### config.mk
export PLATFORM = sky130hd
export DESIGN_NAME = logic_pipe_unit
export DESIGN_NICKNAME = d
export VERILOG_FILES = /design/src/rtl/logic_pipe_pkg.sv /design/src/rtl/logic_pipe_stage.sv /design/src/rtl/logic_pipe_unit.sv
export SDC_FILE = /design/constraint.sdc
export NUM_CORES = 1
export LEC_CHECK = 0
export ABC_CLOCK_PERIOD_IN_PS = 3450
export BUFFER_PORTS_ARGS = -buffer_cell sky130_fd_sc_hd__buf_2
export CAP_MARGIN = 10
export CELL_PAD_IN_SITES_DETAIL_PLACEMENT = 1
export CELL_PAD_IN_SITES_GLOBAL_PLACEMENT = 2
export CORE_MARGIN = 1
export CORE_UTILIZATION = 35
export DETAILED_ROUTE_END_ITERATION = 6
export MAX_ROUTING_LAYER = met4
export PLACE_DENSITY = 0.8
export SYNTH_ARGS = -nofsm -noshare
export SYNTH_HDL_FRONTEND = slang
export SYNTH_SLANG_ARGS = --single-unit
### constraint.sdc
create_clock -name Clk -period 3.45 [get_ports Clk]
set_input_delay 0.5175 -clock Clk [delete_from_list [all_inputs] [get_ports Clk]]
set_output_delay 0.5175 -clock Clk [all_outputs]
set_load 0.02 [all_outputs]
### src/rtl/logic_pipe_pkg.sv
// rtl/logic_pipe_pkg.sv - op encodings, op width and default datapath width for logic_pipe_unit
package logic_pipe_pkg;

  localparam int OP_W          = 3;
  localparam int DEFAULT_WIDTH = 32;

  typedef enum logic [OP_W-1:0] {
    OP_AND    = 3'b000,
    OP_OR     = 3'b001,
    OP_XOR    = 3'b010,
    OP_NOR    = 3'b011,
    OP_ANDN   = 3'b100,
    OP_PASS_A = 3'b101,
    OP_RAND   = 3'b110,
    OP_RSVD   = 3'b111
  } op_e;

endpackage

### src/rtl/logic_pipe_stage.sv
// rtl/logic_pipe_stage.sv - one valid/ready register stage carrying result, illegal and optional zero flag
// Optional zero flag: LOGIC_PIPE_ZERO_FLAG_EN
module logic_pipe_stage import logic_pipe_pkg::*; #(
  parameter int WIDTH = DEFAULT_WIDTH
) (
  input  logic             clk,
  input  logic             reset,
  input  logic             flush,
  input  logic             in_valid,
  input  logic [WIDTH-1:0] in_data,
  input  logic             in_illegal,
`ifdef LOGIC_PIPE_ZERO_FLAG_EN
  input  logic             in_zero,
  output logic             out_zero,
`endif
  output logic             in_ready,
  output logic             out_valid,
  output logic [WIDTH-1:0] out_data,
  output logic             out_illegal,
  input  logic             out_ready
);

  logic load;

  // Loadable when empty or when the current contents leave this cycle.
  assign in_ready = ~out_valid | out_ready;
  assign load     = in_valid & in_ready & ~flush;

  always_ff @(posedge clk) begin
    if (reset) begin
      out_valid   <= 1'b0;
      out_data    <= '0;
      out_illegal <= 1'b0;
`ifdef LOGIC_PIPE_ZERO_FLAG_EN
      out_zero    <= 1'b0;
`endif
    end else begin
      if (flush) begin
        out_valid <= 1'b0;
      end else if (in_ready) begin
        out_valid <= in_valid;
      end
      // Data is left untouched by flush; only the valid bit is dropped.
      if (load) begin
        out_data    <= in_data;
        out_illegal <= in_illegal;
`ifdef LOGIC_PIPE_ZERO_FLAG_EN
        out_zero    <= in_zero;
`endif
      end
    end
  end

endmodule

### src/rtl/logic_pipe_unit.sv
// rtl/logic_pipe_unit.sv - pipelined bitwise logic unit with ready/valid flow control
// Optional Zero output: LOGIC_PIPE_ZERO_FLAG_EN
module logic_pipe_unit import logic_pipe_pkg::*; #(
  parameter int WIDTH  = DEFAULT_WIDTH,
  parameter int STAGES = 2
) (
  input  logic             Clk,
  input  logic             Reset,
  input  logic             Flush,
  input  logic             InValid,
  output logic             InReady,
  input  logic [WIDTH-1:0] A,
  input  logic [WIDTH-1:0] B,
  input  logic [OP_W-1:0]  Op,
  output logic             OutValid,
  input  logic             OutReady,
  output logic [WIDTH-1:0] Result,
`ifdef LOGIC_PIPE_ZERO_FLAG_EN
  output logic             Zero,
`endif
  output logic             Illegal
);

  logic [WIDTH-1:0]  res_c;
  logic              ill_c;
  logic              rst_done;
  logic [STAGES-1:0] vq;
  logic [STAGES-1:0] il_q;
  logic [STAGES-1:0] rdy;
  logic [WIDTH-1:0]  d_q [STAGES];
`ifdef LOGIC_PIPE_ZERO_FLAG_EN
  logic              zero_c;
  logic [STAGES-1:0] zq;
`endif

  always_comb begin
    res_c = '0;
    ill_c = 1'b0;
    case (op_e'(Op))
      OP_AND:    res_c = A & B;
      OP_OR:     res_c = A | B;
      OP_XOR:    res_c = A ^ B;
      OP_NOR:    res_c = ~(A | B);
      OP_ANDN:   res_c = A & ~B;
      OP_PASS_A: res_c = A;
      OP_RAND:   res_c[0] = &A;
      default:   ill_c = 1'b1;
    endcase
  end

`ifdef LOGIC_PIPE_ZERO_FLAG_EN
  assign zero_c = ~|res_c;
`endif

  // Holds input off for the first cycle after reset so InReady rises one cycle after release.
  always_ff @(posedge Clk) begin
    if (Reset) begin
      rst_done <= 1'b0;
    end else begin
      rst_done <= 1'b1;
    end
  end

  assign InReady = rst_done & ~Reset & ~Flush & rdy[0];

  for (genvar i = 0; i < STAGES; i++) begin : g_stage
    logic             vin;
    logic             iin;
    logic [WIDTH-1:0] din;
    logic             dn_ready;
`ifdef LOGIC_PIPE_ZERO_FLAG_EN
    logic             zin;
`endif

    if (i == 0) begin : g_first
      assign vin = InValid & InReady;
      assign din = res_c;
      assign iin = ill_c;
`ifdef LOGIC_PIPE_ZERO_FLAG_EN
      assign zin = zero_c;
`endif
    end else begin : g_next
      assign vin = vq[i-1] & rdy[i];
      assign din = d_q[i-1];
      assign iin = il_q[i-1];
`ifdef LOGIC_PIPE_ZERO_FLAG_EN
      assign zin = zq[i-1];
`endif
    end

    // Downstream readiness comes straight from the valid bits so the ready path never loops back on itself.
    if (i == STAGES - 1) begin : g_last
      assign dn_ready = OutReady;
    end else begin : g_mid
      assign dn_ready = OutReady | ~&vq[STAGES-1:i+1];
    end

    logic_pipe_stage #(
      .WIDTH (WIDTH)
    ) u_stage (
      .clk         (Clk),
      .reset       (Reset),
      .flush       (Flush),
      .in_valid    (vin),
      .in_data     (din),
      .in_illegal  (iin),
`ifdef LOGIC_PIPE_ZERO_FLAG_EN
      .in_zero     (zin),
      .out_zero    (zq[i]),
`endif
      .in_ready    (rdy[i]),
      .out_valid   (vq[i]),
      .out_data    (d_q[i]),
      .out_illegal (il_q[i]),
      .out_ready   (dn_ready)
    );
  end

  assign OutValid = vq[STAGES-1];
  assign Result   = d_q[STAGES-1];
  assign Illegal  = il_q[STAGES-1];
`ifdef LOGIC_PIPE_ZERO_FLAG_EN
  assign Zero     = zq[STAGES-1];
`endif

endmodule

==> impl_metrics.env, run 1 <==
export IMPL_antenna_found_initial=0
export IMPL_status="completed"
export IMPL_max_freq_ghz=0.4581
export IMPL_ys_top_cells_by_area="dfxtp_1 25%, ha_1 22%, inv_1 5.1%, nand2_1 4.7%, a21oi_1 3.9%"
export IMPL_ys_seq_area_share_pct=25.19
export IMPL_clock_sink_count=69
export IMPL_grt_usage_pct=21.10
export IMPL_yosys_warnings=0
export IMPL_dr_pass1_iters=5
export IMPL_drive_above_1_share_pct=23.50
export IMPL_core_area_sq_um=15260
export IMPL_nets=861
export IMPL_synth_compound_area_share_pct=19.76
export IMPL_tightest_slew_ps=932.2
export IMPL_fin_tns_setup_ps=0
export IMPL_drcViolationCount=0
export IMPL_setup_viol=0
export IMPL_wl_mm=15.94
export IMPL_synth_top_cell_by_area="dfxtp_1"
export IMPL_post_cts_buffers=0
export IMPL_p_leak_nw=3.040
export IMPL_area_delta_synth_final_pct=17.34
export IMPL_cts_max_path_buffers=2
export IMPL_cp_end_kind="flop"
export IMPL_finalPower_w=0.002288
export IMPL_cts_resized=0
export IMPL_synthAdderAreaFrac_pct=21.91
export IMPL_h_tree_depth=3
export IMPL_synth_xor_area_share_pct=1.757
export IMPL_vias=4716
export IMPL_holdWs_ps=452.8
export IMPL_path_clk_slew_ps=60
export IMPL_die_y_microns=127.2
export IMPL_drtIter0Drc=238
export IMPL_gp_congestion=0.8233
export IMPL_die_w_microns=127.2
export IMPL_synth_cell_type_count=52
export IMPL_netlist_area_sq_um=5483
export IMPL_grt_start_max_net_pins=41
export IMPL_cts_buffers=9
export IMPL_async_reset_ff_share_pct=0
export IMPL_hold_buffers=0
export IMPL_grt_pass1_vias=4956
export IMPL_synth_main_ff_cell="dfxtp_1"
export IMPL_finalWorstSetupSlack_ps=1267
export IMPL_start_util_pct=35.93
export IMPL_ant_nets=0
export IMPL_ys_ff_latch=69
export IMPL_cap_violations=0
export IMPL_worstPathArrival_ps=2410
export IMPL_path_max_fanout=40
export IMPL_cp_data_required_time_ps=3680
export IMPL_synth_top_family_by_area="adder cells"
export IMPL_p_per_area_nw_per_um2=355.7
export IMPL_syn_avg_cell_area_sq_um=8.988
export IMPL_skew_ps=6.141
export IMPL_io_pins=107
export IMPL_post_route_util_pct=42.16
export IMPL_finalMaxSlewViolations=0
export IMPL_clockRootBuffer="clkbuf_16"
export IMPL_hold_viol=0
export IMPL_finalCritPeriodShare_pct=63.27
export IMPL_yosys_area_share_simple_pct=10.93
export IMPL_diodes=0
export IMPL_dp_hpwl_mm=12.12
export IMPL_grt_first_pass_wirelength_mm=25.78
export IMPL_synth_edf_count=0
export IMPL_vias_per_cell=5.188
export IMPL_slew_headroom_pct=37.79
export IMPL_clkLatencyLatePin_ps=340
export IMPL_hold_class="reg -> reg"
export IMPL_wire_per_inst_microns=17.53
export IMPL_rows=45
export IMPL_syn_num_nets=778
export IMPL_synthDominantCellAreaShare_pct=25.19
export IMPL_start_kind="input port"
export IMPL_synthMuxAreaShare_pct=10.50
export IMPL_die_area_sq_um=16170
export IMPL_dpl_worst_slack_ps=932.5
export IMPL_rsz0062_at_grt="no"
export IMPL_post_route_min_period_ps=2183
export IMPL_grt_overflow_total=0
export IMPL_crit_type="in -> reg"
export IMPL_io_buffers=106
export IMPL_syn_instance_count=610
export IMPL_ir_worst_vdd_uv=227.9
export IMPL_cts_tree="yes"
==> flip-flops by register name, indices dropped and copies added, names as in the netlist <==
name	count
g_stage.u_stage.out_data	64
g_stage.u_stage.out_illegal	2
g_stage.u_stage.out_valid	2
rst_done	1
==> path summary, 6_finish.rpt <==
path	end	startpoint	slack (ps)	cells after the start
hold / removal	g_stage[1].u_stage.out_data[21]	g_stage[1].u_stage.out_data[21]	450	2
setup reg to reg	g_stage[0].u_stage.out_data[2]	g_stage[0].u_stage.out_valid	1600	5
setup / recovery	g_stage[0].u_stage.out_data[2]	Op[2]	1270	6
hold reg to reg	g_stage[1].u_stage.out_data[21]	g_stage[1].u_stage.out_data[21]	450	2
==> final cells by class <==
class | count | area (sq um)
fill | 1795 | 8825
multi-input combinational | 422 | 3565
sequential | 69 | 1381
timing repair buffer | 115 | 598.1
inverter | 76 | 285.3
tap | 211 | 264.0
clock buffer | 10 | 229.0
clock inverter | 6 | 111.4
==> worst max-delay path, stage by stage <==
cell and delay (ps):
buf_2 490, buf_4 510, mux2_2 390, a22oi_1 170, o22ai_1 120, a22o_1 200
==> per-stage QoR <==
step / area [sq um] / std cells
2_1_floorplan: 5483 / 610
3_3_place_gp: 6093 / 893
3_5_place_dp: 6093 / 893
4_1_cts: 6434 / 909
5_1_grt: 6434 / 909
6_report: 6434 / 909
==> synthesized netlist by cell type, types with 2 or more instances <==
master	n
nand2_1	68
ha_1	96
mux2_4	9
inv_1	75
o221ai_1	3
a22o_1	20
a32oi_1	5
nor2_1	12
nor2b_1	4
mux4_2	8
mux2_2	8
buf_2	20
mux2i_1	17
clkbuf_1	15
a221o_1	8
nand4_1	7
nand3_1	7
o2bb2ai_1	11
dfxtp_1	69
buf_12	2
and2_1	2
xnor2_1	11
a32o_1	4
a22oi_1	26
buf_6	5
a222oi_1	2
a21oi_1	43
nor4_1	2
nand2b_1	13
o22ai_1	16
==> kinds of logic after synthesis <==
| family | after synthesis |
|---|---|
| muxes | 42 |
| AOI/OAI and AO/OA | 148 |
| adders and majority gates | 96 |
| buffers and inverters | 119 |
| DFF | 69 |
| xor gates and xnor gates | 11 |
| and+or+nand+nor | 125 |
==> metal layers <==
metal	vias to the layer above	track usage, %	wire length [microns]	part of all wire [%]
li1	2300	-	-	-
met4	0	8.683	259	1.6
met1	2289	25.64	7399	46
met2	99	35.71	7837	49
met5	-	-	0	0
met3	28	2.219	438	2.7
==> placed cells by master, fill, tap and decap left out, types with 2 or more instances in the layout <==
cell type	n
a32oi_1	5
o22ai_1	16
a21oi_1	43
mux2_2	8
nor2_1	11
clkbuf_16	9
buf_4	9
a22oi_1	26
inv_1	75
buf_2	106
mux2_4	9
xnor2_1	11
bufinv_16	3
nand2b_1	13
a222oi_1	2
a22o_1	20
and2_1	2
nor4_1	2
a221o_1	8
mux4_2	8
nand2_1	68
nand3_1	7
dfxtp_1	69
nand4_1	7
o2bb2ai_1	11
ha_1	96
mux2i_1	17
nor2b_1	4
o221ai_1	3
a32o_1	4
==> power by group <==
group          switching (W)  leakage [nW]  internal [W]
Clock               0.000360         0.163      0.000706
Combinational       0.000235          2.32      0.000179
Sequential        0.00000478         0.556      0.000803
Total               0.000600          3.04       0.00169
(Power assumes the default switching activity.)
==> inputs of run 2 (changes only) <==
- ABC_AREA: default -> 1
- ABC_CLOCK_PERIOD_IN_PS: 3450 -> 2000
- CORE_UTILIZATION: 35 -> 28
- PLACE_DENSITY: 0.8 -> 0.75
- clock period: 3.45 -> 2 ns (I/O delays scaled with it)
==> run 2 against run 1 <==
Combinational power grew 51%; clock-buffer cell count grew 2; wire length grew 13%; cell area grew 3.4%; clock power grew 56%; hold slack lost 170 ps; critical path type is now reg -> reg.
==> impl_metrics.env, run 2 <==
export IMPL_yosysMostFrequentCell="nand2_1"
export IMPL_internal_power_w=0.002700
export IMPL_ys_ff_latch=69
export IMPL_ff2ff_path_depth=10
export IMPL_finalCritPeriodShare_pct=81.74
export IMPL_cts_max_path_buffers=2
export IMPL_switching_share_pct=27.04
export IMPL_grt_first_pass_wirelength_mm=29.28
export IMPL_async_reset_ff_share_pct=0
export IMPL_grt_overflow_total=0
export IMPL_hold_depth=3
export IMPL_diodes=0
export IMPL_synth_common_cells="133 x nand2_1, 108 x nand3_1, 103 x inv_1"
export IMPL_post_cts_buffers=0
export IMPL_fin_tns_setup_ps=0
export IMPL_synth_main_ff_cell="dfxtp_1"
export IMPL_top_register="g_stage.u_stage.out_data"
export IMPL_wire_per_inst_microns=15.45
export IMPL_crit_type="reg -> reg"
export IMPL_die_w_microns=141.9
export IMPL_dr_pass1_iters=4
export IMPL_tightest_slew_ps=411.8
export IMPL_syn_num_nets=974
export IMPL_synth_cell_type_count=26
export IMPL_hold_start="Flush"
export IMPL_clock_sink_count=69
export IMPL_drive_above_1_share_pct=18.25
export IMPL_gp_congestion=0.7790
export IMPL_setup_viol=0
export IMPL_die_y_microns=141.9
export IMPL_power_switching_w=0.001001
export IMPL_worstPathArrival_ps=1820
export IMPL_cp_data_required_time_ps=2190
export IMPL_multi_input_area_sq_um=3467
export IMPL_mostFrequentLayoutCells="133 x nand2_1, 108 x nand3_1, 106 x buf_2"
export IMPL_vias_per_cell=4.609
export IMPL_holdWs_ps=285.2
export IMPL_yosys_warnings=0
export IMPL_core_area_sq_um=18960
export IMPL_grt_pass1_vias=5391
export IMPL_ys_top_cells_by_area="dfxtp_1 25%, ha_1 22%, nand3_1 9.9%, nand2_1 9.1%, inv_1 7.1%"
export IMPL_p_leak_nw=3.387
export IMPL_grt_use_met1_pct=25.93
export IMPL_combPwrFrac_pct=17.0
export IMPL_status="completed"
export IMPL_cp_end_kind="flop"
export IMPL_busiest_layer="met2"
export IMPL_vias=5365
export IMPL_path_clk_slew_ps=50
export IMPL_post_route_min_period_ps=1635
export IMPL_cts_tree="yes"
export IMPL_die_area_sq_um=20130
export IMPL_clockRootBuffer="clkbuf_16"
export IMPL_nets=1067
export IMPL_dpl_worst_slack_ps=207.6
export IMPL_slew_headroom_pct=72.51
export IMPL_clock_power_share_pct=45.1
export IMPL_path_max_fanout=10
export IMPL_finalPower_w=0.003701
export IMPL_final_common_cell="nand2_1"
export IMPL_dp_hpwl_mm=13.68
export IMPL_synth_top_cell_by_area="dfxtp_1"
export IMPL_cts_resized=0
export IMPL_wl_mm=17.99
export IMPL_area_delta_synth_final_pct=21.40
export IMPL_io_pins=107
export IMPL_hold_end="g_stage[1].u_stage.out_valid"
export IMPL_syn_avg_cell_area_sq_um=6.796
export IMPL_h_tree_depth=3
export IMPL_grt_start_max_net_pins=59
export IMPL_regArea_sq_um=1381
export IMPL_cap_violations=0
export IMPL_antenna_found_initial=0
export IMPL_drcViolationCount=0
export IMPL_max_freq_ghz=0.6117
export IMPL_grt_usage_pct=19.26
export IMPL_hold_viol=0
export IMPL_rsz0062_at_grt="no"
export IMPL_netlist_area_sq_um=5478
export IMPL_rows=50
export IMPL_start_kind="flop"
export IMPL_r2r_slack_ps=370
export IMPL_cts_buffers=9
export IMPL_ir_worst_vdd_uv=361.8
export IMPL_synth_edf_count=0
export IMPL_grt_use_met3_pct=2.497
export IMPL_drtIter0Drc=287
export IMPL_seqPwrFrac_pct=37.9
export IMPL_fillers=2444
export IMPL_synthDominantCellAreaShare_pct=25.22
export IMPL_finalWorstSetupSlack_ps=365.3
export IMPL_r2r_end="g_stage[0].u_stage.out_data[24]"
export IMPL_largest_reg_flops=64
export IMPL_syn_instance_count=806
export IMPL_hold_class="in -> reg"
export IMPL_start_util_pct=28.90
export IMPL_skew_ps=5.698
export IMPL_io_buffers=106
export IMPL_finalMaxSlewViolations=0
export IMPL_hold_buffers=0
export IMPL_reg2reg_from="g_stage[1].u_stage.out_valid"
export IMPL_clkLatencyLatePin_ps=320
export IMPL_p_per_area_nw_per_um2=556.5
export IMPL_use_met2_pct=30.46
export IMPL_reg_largest_list="g_stage.u_stage.out_data (64), g_stage.u_stage.out_illegal (2), g_stage.u_stage.out_valid (2)"
export IMPL_ant_nets=0
export IMPL_ys_seq_area_share_pct=25.22
## run 2: area by class of cell
class / instances / share of cell area, %
multi-input combinational: 581 / 52.14
sequential: 69 / 20.77
timing repair buffer: 130 / 11.44
inverter: 108 / 6.115
tap: 260 / 4.892
clock buffer: 12 / 3.556
clock inverter: 4 / 1.091
## run 2: kinds of logic (layout without fill, tap and decap cells)
group | after synthesis | count (layout) | share of synthesized area (%)
compound gates | 124 | 124 | 11.92
simple gates | 361 | 361 | 29.44
fa+ha+maj | 96 | 96 | 21.93
buf+inv | 156 | 254 | 11.49
flops | 69 | 69 | 25.22
## run 2: how the worst max path moves through the flow
stage / start / end / cells after the start / slack [ps]
floorplan: g_stage[1].u_stage.out_valid / g_stage[0].u_stage.out_data[11] / 9 / 540
global placement: Op[1] / g_stage[0].u_stage.out_data[24] / 10 / 180
detailed placement: Op[1] / g_stage[0].u_stage.out_data[24] / 10 / 210
CTS: g_stage[1].u_stage.out_valid / g_stage[0].u_stage.out_data[24] / 10 / 350
global route: g_stage[1].u_stage.out_valid / g_stage[0].u_stage.out_data[24] / 10 / 240
finish: g_stage[1].u_stage.out_valid / g_stage[0].u_stage.out_data[24] / 10 / 370
## run 2: routing by layer
metal,share of wire [%],vias to the layer above
met5,0,-
met4,1.3,0
li1,-,2780
met1,51,2486
met2,44,88
met3,3.0,11
## run 2: through the flow
| step | utilization, % | instance area [sq um] | cells |
|---|---|---|---|
| floorplan | - | 5478 | 806 |
| global placement | 33.45 | 6341 | 1148 |
| detailed placement | 33.45 | 6341 | 1148 |
| CTS | 35.08 | 6650 | 1164 |
| global route | 35.08 | 6650 | 1164 |
| finish | 35.08 | 6650 | 1164 |
## run 2: power by group through the flow
stage | clock (W) | combinational [W] | sequential (W)
finish | 0.00167 | 0.000628 | 0.00140
global placement | 0 | 0.000636 | 0.00143
CTS | 0.00171 | 0.000641 | 0.00140
floorplan | 0 | 0.000350 | 0.00143
global route | 0.00177 | 0.000721 | 0.00140
detailed placement | 0 | 0.000640 | 0.00143
## run 2: critical path: stages, from the launching register on
cell      delay [ps]
dfxtp_1          320
inv_1             50
nor2_2           140
nand2_1           80
clkinv_1          90
nor2_4            40
nand2_4          140
clkinv_2         200
o21ai_0          210
buf_4            180
a21oi_1           50
